## src/rtl/lsu_pkg.sv

```systemverilog
// Shared types and helpers for the load/store unit: funct3 encodings, FSM states,
// access-size decoding and the alignment rule.
package lsu_pkg;

  localparam logic [2:0] F3_B  = 3'b000;
  localparam logic [2:0] F3_H  = 3'b001;
  localparam logic [2:0] F3_W  = 3'b010;
  localparam logic [2:0] F3_BU = 3'b100;
  localparam logic [2:0] F3_HU = 3'b101;

  localparam logic [3:0] BE_W = 4'b1111;

  typedef enum logic [1:0] {IDLE, REQ, WAIT, DONE} lsu_state_t;

  typedef enum logic [1:0] {SZ_B, SZ_H, SZ_W} lsu_size_t;

  // Undefined encodings (011, 110, 111) fall through to a full-word access.
  function automatic lsu_size_t f3_size(input logic [2:0] f3);
    case (f3)
      F3_B, F3_BU: f3_size = SZ_B;
      F3_H, F3_HU: f3_size = SZ_H;
      default:     f3_size = SZ_W;
    endcase
  endfunction

  function automatic logic is_misaligned(input logic [2:0] f3, input logic [1:0] off);
    case (f3_size(f3))
      SZ_H:    is_misaligned = off[0];
      SZ_W:    is_misaligned = (off != 2'b00);
      default: is_misaligned = 1'b0;
    endcase
  endfunction

endpackage

```

## src/rtl/load_store_unit_if.sv

```systemverilog
// Word-wide data-memory bus between the load/store unit (master) and memory (slave).
interface load_store_unit_if #(
  parameter int ADDR_WIDTH = 32,
  parameter int DATA_WIDTH = 32
);
  // Handshake: the master holds mem_req and its payload stable until the cycle
  // in which mem_gnt=1, which completes the request. For a read, exactly one
  // later cycle carries mem_rvalid=1 with mem_rdata; there is no back-pressure
  // on the read response.
  logic                  mem_req;
  logic                  mem_we;
  logic [ADDR_WIDTH-1:0] mem_addr;
  logic [3:0]            mem_be;
  logic [DATA_WIDTH-1:0] mem_wdata;
  logic                  mem_gnt;
  logic                  mem_rvalid;
  logic [DATA_WIDTH-1:0] mem_rdata;

  modport master (
    output mem_req, mem_we, mem_addr, mem_be, mem_wdata,
    input  mem_gnt, mem_rvalid, mem_rdata
  );

  modport slave (
    input  mem_req, mem_we, mem_addr, mem_be, mem_wdata,
    output mem_gnt, mem_rvalid, mem_rdata
  );

endinterface

```

## src/rtl/lsu_align.sv

```systemverilog
// Combinational byte-lane steering: store byte enables/replication and load
// lane extraction with sign or zero extension.
module lsu_align
  import lsu_pkg::*;
(
  input  logic [2:0]  st_funct3,
  input  logic [1:0]  st_off,
  input  logic [31:0] st_wdata,
  output logic [3:0]  st_be,
  output logic [31:0] st_wdata_rep,
  input  logic [2:0]  ld_funct3,
  input  logic [1:0]  ld_off,
  input  logic [31:0] ld_word,
  output logic [31:0] ld_result
);

  logic [7:0]  ld_byte;
  logic [15:0] ld_half;

  // Halfword lanes use only off[1], which also gives forced natural alignment.
  always_comb begin
    st_be        = BE_W;
    st_wdata_rep = st_wdata;
    case (f3_size(st_funct3))
      SZ_B: begin
        st_be        = 4'b0001 << st_off;
        st_wdata_rep = {4{st_wdata[7:0]}};
      end
      SZ_H: begin
        st_be        = st_off[1] ? 4'b1100 : 4'b0011;
        st_wdata_rep = {2{st_wdata[15:0]}};
      end
      default: ;
    endcase
  end

  always_comb begin
    case (ld_off)
      2'd0:    ld_byte = ld_word[7:0];
      2'd1:    ld_byte = ld_word[15:8];
      2'd2:    ld_byte = ld_word[23:16];
      default: ld_byte = ld_word[31:24];
    endcase
    ld_half   = ld_off[1] ? ld_word[31:16] : ld_word[15:0];
    ld_result = ld_word;
    case (f3_size(ld_funct3))
      SZ_B: ld_result = ld_funct3[2] ? {24'b0, ld_byte} : {{24{ld_byte[7]}}, ld_byte};
      SZ_H: ld_result = ld_funct3[2] ? {16'b0, ld_half} : {{16{ld_half[15]}}, ld_half};
      default: ;
    endcase
  end

endmodule

```

## src/rtl/load_store_unit.sv

```systemverilog
// Memory-access stage: latches a load/store, runs it on the memory bus and returns
// the extended load result. Optional LSU_MISALIGN_TRAP_EN adds a misalign trap output.
module load_store_unit
  import lsu_pkg::*;
#(
  parameter int ADDR_WIDTH = 32,
  parameter int DATA_WIDTH = 32
) (
  input  logic                  clk,
  input  logic                  rst,
  input  logic                  req_valid,
  input  logic                  req_we,
  input  logic [2:0]            req_funct3,
  input  logic [ADDR_WIDTH-1:0] req_addr,
  input  logic [DATA_WIDTH-1:0] req_wdata,
  output logic                  stall,
  output logic                  done,
  output logic [DATA_WIDTH-1:0] rdata,
  load_store_unit_if.master     mem,
`ifdef LSU_MISALIGN_TRAP_EN
  output logic                  misalign,
`endif
  output lsu_state_t            state_dbg
);

  lsu_state_t            state;
  logic [2:0]            lat_f3;
  logic [1:0]            lat_off;
  logic                  mem_req_q;
  logic                  mem_we_q;
  logic [ADDR_WIDTH-1:0] mem_addr_q;
  logic [3:0]            mem_be_q;
  logic [DATA_WIDTH-1:0] mem_wdata_q;
  logic [3:0]            be_c;
  logic [DATA_WIDTH-1:0] wrep_c;
  logic [DATA_WIDTH-1:0] ld_res_c;

  lsu_align u_align (
    .st_funct3    (req_funct3),
    .st_off       (req_addr[1:0]),
    .st_wdata     (req_wdata),
    .st_be        (be_c),
    .st_wdata_rep (wrep_c),
    .ld_funct3    (lat_f3),
    .ld_off       (lat_off),
    .ld_word      (mem.mem_rdata),
    .ld_result    (ld_res_c)
  );

  assign stall         = (state == REQ) || (state == WAIT) || ((state == IDLE) && req_valid);
  assign state_dbg     = state;
  assign mem.mem_req   = mem_req_q;
  assign mem.mem_we    = mem_we_q;
  assign mem.mem_addr  = mem_addr_q;
  assign mem.mem_be    = mem_be_q;
  assign mem.mem_wdata = mem_wdata_q;

  always_ff @(posedge clk) begin
    if (rst) begin
      state       <= IDLE;
      done        <= 1'b0;
      rdata       <= '0;
      mem_req_q   <= 1'b0;
      mem_we_q    <= 1'b0;
      mem_addr_q  <= '0;
      mem_be_q    <= '0;
      mem_wdata_q <= '0;
      lat_f3      <= '0;
      lat_off     <= '0;
`ifdef LSU_MISALIGN_TRAP_EN
      misalign    <= 1'b0;
`endif
    end else begin
      done <= 1'b0;
`ifdef LSU_MISALIGN_TRAP_EN
      misalign <= 1'b0;
`endif
      case (state)
        IDLE: begin
          if (req_valid) begin
            // Bus payload is computed once here; the request inputs are not looked at again.
            mem_we_q    <= req_we;
            mem_addr_q  <= {req_addr[ADDR_WIDTH-1:2], 2'b00};
            mem_be_q    <= be_c;
            mem_wdata_q <= wrep_c;
            lat_f3      <= req_funct3;
            lat_off     <= req_addr[1:0];
`ifdef LSU_MISALIGN_TRAP_EN
            if (is_misaligned(req_funct3, req_addr[1:0])) begin
              state    <= DONE;
              done     <= 1'b1;
              misalign <= 1'b1;
              rdata    <= '0;
            end else begin
              state     <= REQ;
              mem_req_q <= 1'b1;
            end
`else
            state     <= REQ;
            mem_req_q <= 1'b1;
`endif
          end
        end
        REQ: begin
          if (mem.mem_gnt) begin
            mem_req_q <= 1'b0;
            if (mem_we_q) begin
              state <= DONE;
              done  <= 1'b1;
              rdata <= '0;
            end else begin
              state <= WAIT;
            end
          end
        end
        WAIT: begin
          if (mem.mem_rvalid) begin
            rdata <= ld_res_c;
            state <= DONE;
            done  <= 1'b1;
          end
        end
        DONE: state <= IDLE;
        default: state <= IDLE;
      endcase
    end
  end

endmodule
```

## src/flat_wrapper.sv

```systemverilog
// flat-port wrapper written by rule: the top's interface ports become plain ports
module load_store_unit_flat import lsu_pkg::*;
#(
  parameter int ADDR_WIDTH = 32,
  parameter int DATA_WIDTH = 32
)
  (clk, rst, req_valid, req_we, req_funct3, req_addr, req_wdata, stall, done, rdata, state_dbg, mem_mem_req, mem_mem_we, mem_mem_addr, mem_mem_be, mem_mem_wdata, mem_mem_gnt, mem_mem_rvalid, mem_mem_rdata);
  load_store_unit_if #(.ADDR_WIDTH(ADDR_WIDTH), .DATA_WIDTH(DATA_WIDTH)) mem_i ();
  input  logic clk;
  input  logic rst;
  input  logic req_valid;
  input  logic req_we;
  input  logic [2:0] req_funct3;
  input  logic [ADDR_WIDTH-1:0] req_addr;
  input  logic [DATA_WIDTH-1:0] req_wdata;
  output logic stall;
  output logic done;
  output logic [DATA_WIDTH-1:0] rdata;
  output lsu_state_t state_dbg;
  output wire logic [$bits(mem_i.mem_req)-1:0] mem_mem_req;
  output wire logic [$bits(mem_i.mem_we)-1:0] mem_mem_we;
  output wire logic [$bits(mem_i.mem_addr)-1:0] mem_mem_addr;
  output wire logic [$bits(mem_i.mem_be)-1:0] mem_mem_be;
  output wire logic [$bits(mem_i.mem_wdata)-1:0] mem_mem_wdata;
  input wire logic [$bits(mem_i.mem_gnt)-1:0] mem_mem_gnt;
  input wire logic [$bits(mem_i.mem_rvalid)-1:0] mem_mem_rvalid;
  input wire logic [$bits(mem_i.mem_rdata)-1:0] mem_mem_rdata;
  assign mem_mem_req = mem_i.mem_req;
  assign mem_mem_we = mem_i.mem_we;
  assign mem_mem_addr = mem_i.mem_addr;
  assign mem_mem_be = mem_i.mem_be;
  assign mem_mem_wdata = mem_i.mem_wdata;
  assign mem_i.mem_gnt = mem_mem_gnt;
  assign mem_i.mem_rvalid = mem_mem_rvalid;
  assign mem_i.mem_rdata = mem_mem_rdata;
  load_store_unit #(.ADDR_WIDTH(ADDR_WIDTH), .DATA_WIDTH(DATA_WIDTH)) u_core (.clk(clk), .rst(rst), .req_valid(req_valid), .req_we(req_we), .req_funct3(req_funct3), .req_addr(req_addr), .req_wdata(req_wdata), .stall(stall), .done(done), .rdata(rdata), .mem(mem_i), .state_dbg(state_dbg));
endmodule
```

## config.mk

```make
export PLATFORM = sky130hd
export DESIGN_NAME = load_store_unit_flat
export DESIGN_NICKNAME = d
export VERILOG_FILES = /design/src/rtl/lsu_pkg.sv /design/src/rtl/load_store_unit_if.sv /design/src/rtl/lsu_align.sv /design/src/rtl/load_store_unit.sv /design/src/flat_wrapper.sv
export SDC_FILE = /design/constraint.sdc
export NUM_CORES = 1
export LEC_CHECK = 0
export CAP_MARGIN = 20
export CORE_ASPECT_RATIO = 1.5
export CORE_MARGIN = 3
export CORE_UTILIZATION = 50
export CTS_BUF_LIST = sky130_fd_sc_hd__clkbuf_2 sky130_fd_sc_hd__clkbuf_4 sky130_fd_sc_hd__clkbuf_8
export DETAILED_ROUTE_END_ITERATION = 10
export PLACE_DENSITY = 0.85
export SYNTH_ARGS = -nofsm -noshare
export SYNTH_HDL_FRONTEND = slang
export SYNTH_HIERARCHICAL = 1
export SYNTH_SLANG_ARGS = --single-unit
```

## constraint.sdc

```tcl
create_clock -name clk -period 2.35 [get_ports clk]
set_clock_uncertainty 0.05 [all_clocks]
set_input_delay 0.3525 -clock clk [delete_from_list [all_inputs] [get_ports clk]]
set_output_delay 0.3525 -clock clk [all_outputs]
set_load 0.005 [all_outputs]
```

==> impl_metrics.ini <==
[global_route]
grt_pass1_wl_um = 26600
grt_max_degree = 73
use_met2_pct = 47.5
grtUsageTotal_pct = 26.0
busiest_layer = met2
antenna_found_initial = 0
first_global_vias = 5509
globalRouteMet3Util_pct = 7.48
grt-ovfl-total = 0
use_met1_pct = 28.3

[synthesis]
ys_types = 41
synth.area.mux_share_pct = 8.20
yosysWarningCount = 6
synth-simple-area-share_pct = 18.2
ys_ff_latch = 108
async_flop_share_pct = 0
ys.flop_type = dfxtp_1
syn_inst = 681
synth-compound-area-share_pct = 25.8
synthAdderAreaFrac_pct = 1.10
synth_top_family_by_area = compound AO/OA/AOI/OAI gates
synth_edf_count = 0
synth_area_per_cell_um2 = 8.32
synth_area_mm2 = 0.00566
synth-xor-area-share_pct = 0
synth-seq-area-share_pct = 38.2

[clocking]
clk_pin_slew_ns = 0.11
clockBufferDepth = 2
cts_tree = yes
numCtsBuffers = 9
clock-root-buffer = clkbuf_8
ctsHtreeMaxLevel = 3
insertion_delay_ns = 0.36
cts_sinks = 108

[worst_setup_path]
path_buf_inv = 3
crit_chain = inv_1 -> buf_4 -> ha_4 -> nand2b_1 -> clkdlybuf4s50_1
cp_slowest_stage_delay_ns = 0.50
slowest_stage = clkdlybuf4s50_1
path_delay_family = buffers and inverters
cp.arrival_ns = 1.81
crit_type = flop to primary output
worstPathMaxFanout = 4
startpoint = u_core/state_dbg[0]
crit_required_ns = 1.95
reg2reg_from = u_core/lat_off[1]
crit_path_end_kind = primary output
start_kind = flop

[routing]
routed_wl_um = 17100
drt_pass1_iterations = 5
viasPerCell = 5.52
drt-wirelength-per-cell_um = 17.1
first_iter_violations = 273
vias = 5518
drc = 0
ant_nets = 0

[job]
maxCapViolations = 0

[timing]
fin_tns_setup_ns = 0
hold_viol = 0
setup-violations-final = 0
maxSlewViolCount = 0
tightest_slew_ns = 1.00
fin_crit_ns = 2.21
max_slew_margin_pct = 32.9
fin_crit_sh_pct = 94.1
rsz0062_at_grt = false
fmax_ghz = 0.452
fin_ws_ns = 0.138

[placement]
post-place-ws_ns = 0.188
hpwl_um = 12500
routabilityCongestion = 0.866
portBuffers = 208

[floorplanning]
io_pins = 211
die_x_um = 92.9
fp-row-count = 47
start_util_pct = 51.2
fp.dieH_um = 136
core_area_mm2 = 0.0111
die_area_mm2 = 0.0127

[pwr]
power_mw = 6.94
power_density_mw_per_mm2 = 879
power_leakage_nw = 2.73
peakVddDrop_mv = 0.555

[outcome]
outcome = complete, no violations

[final_layout]
layout.nets = 958
layout_common_cells = clkdlybuf4s50_1, nand2_1, a21oi_1, dfxtp_1, nand4_1
area_delta_synth_final_pct = 39.4
drive_gt1_share_pct = 15.0
antenna_cells = 0
post-route-util_pct = 71.4
final_common_cell = clkdlybuf4s50_1

[min_path]
worstHoldPathType = primary input to flop
min_from = rst
==> area by class of cell <==
type | count | area [um2]
tap | 147 | 184
inverter | 5 | 18.8
timing repair buffer | 227 | 2290
clock buffer | 9 | 124
multi-input combinational | 497 | 3040
fill | 900 | 3160
clock inverter | 6 | 71.3
sequential | 108 | 2160
==> where the power goes <==
group / switching, mW / total [mW] / internal (mW)
clock: 0.655 / 1.15 / 0.499
sequential: 0.197 / 2.34 / 2.14
combinational: 1.89 / 3.45 / 1.56
==> per-layer routing <==
metal | wire (um) | part of all wire [%]
met1 | 6400 | 37
met2 | 8970 | 52
met3 | 1330 | 7.8
met4 | 415 | 2.4
met5 | 0 | 0
==> registers in the layout, summed over array words and instances (netlist names) <==
signal / flops
u_core/state_dbg: 2
u_core/mem.mem_wdata: 32
u_core/lat_f3: 3
u_core/done: 1
u_core/mem.mem_be: 4
u_core/mem.mem_req: 1
u_core/mem.mem_addr: 30
u_core/rdata: 32
u_core/lat_off: 2
u_core/mem.mem_we: 1
==> per-stage QoR <==
| step | hold slack, ns | cells | instance area [um2] |
|---|---|---|---|
| after floorplan | 0.383 | 682 | 5670 |
| final | 0.402 | 999 | 7890 |
| after CTS | 0.389 | 998 | 7870 |
| after global placement | 0.391 | 982 | 7650 |
| after detailed placement | 0.396 | 983 | 7680 |
| after global routing | 0.422 | 999 | 7890 |
==> synthesized netlist by cell type, drive strengths merged, types with 2 or more instances <==
master,count,area [um2]
o221ai,8,70.1
o22a,7,61.3
a21oi,147,860
o21bai,5,37.5
inv,5,18.8
dfxtp,108,2160
ha,5,62.6
nand4,33,206
nor2b,23,144
nor2,4,17.5
nand2b,4,25.0
o21ai,41,318
or2,2,12.5
nand2,161,604
mux2i,23,243
clkbuf,15,56.3
buf,57,407
mux2,19,221
==> repair_timing <==
| action | in CTS | in global routing |
|---|---|---|
| resized for setup | 0 | 3 |
| endpoints found under the hold margin | 0 | 0 |
| buffers inserted | 0 | 1 |
| hold buffers | 0 | 0 |
| endpoints found under the setup margin | 0 | 1 |
==> cells by family (layout without fill, tap and decap cells) <==
kind of cell    after synthesis  count (layout)
flops                       108             108
buf+inv                      77             247
mux                          42              42
simple gates                230             230
other cells                   1               2
fa+ha+maj                     5               5
compound gates              218             218
==> worst paths after layout <==
kind	end	slack (ns)	depth (start not counted)
setup / recovery	stall	0.14	5
hold / removal	u_core/mem.mem_addr[11]	0.40	2
setup reg to reg	u_core/rdata[7]	0.32	5
hold reg to reg	u_core/mem.mem_be[2]	0.41	2
Power figures use the tool's default switching activity.
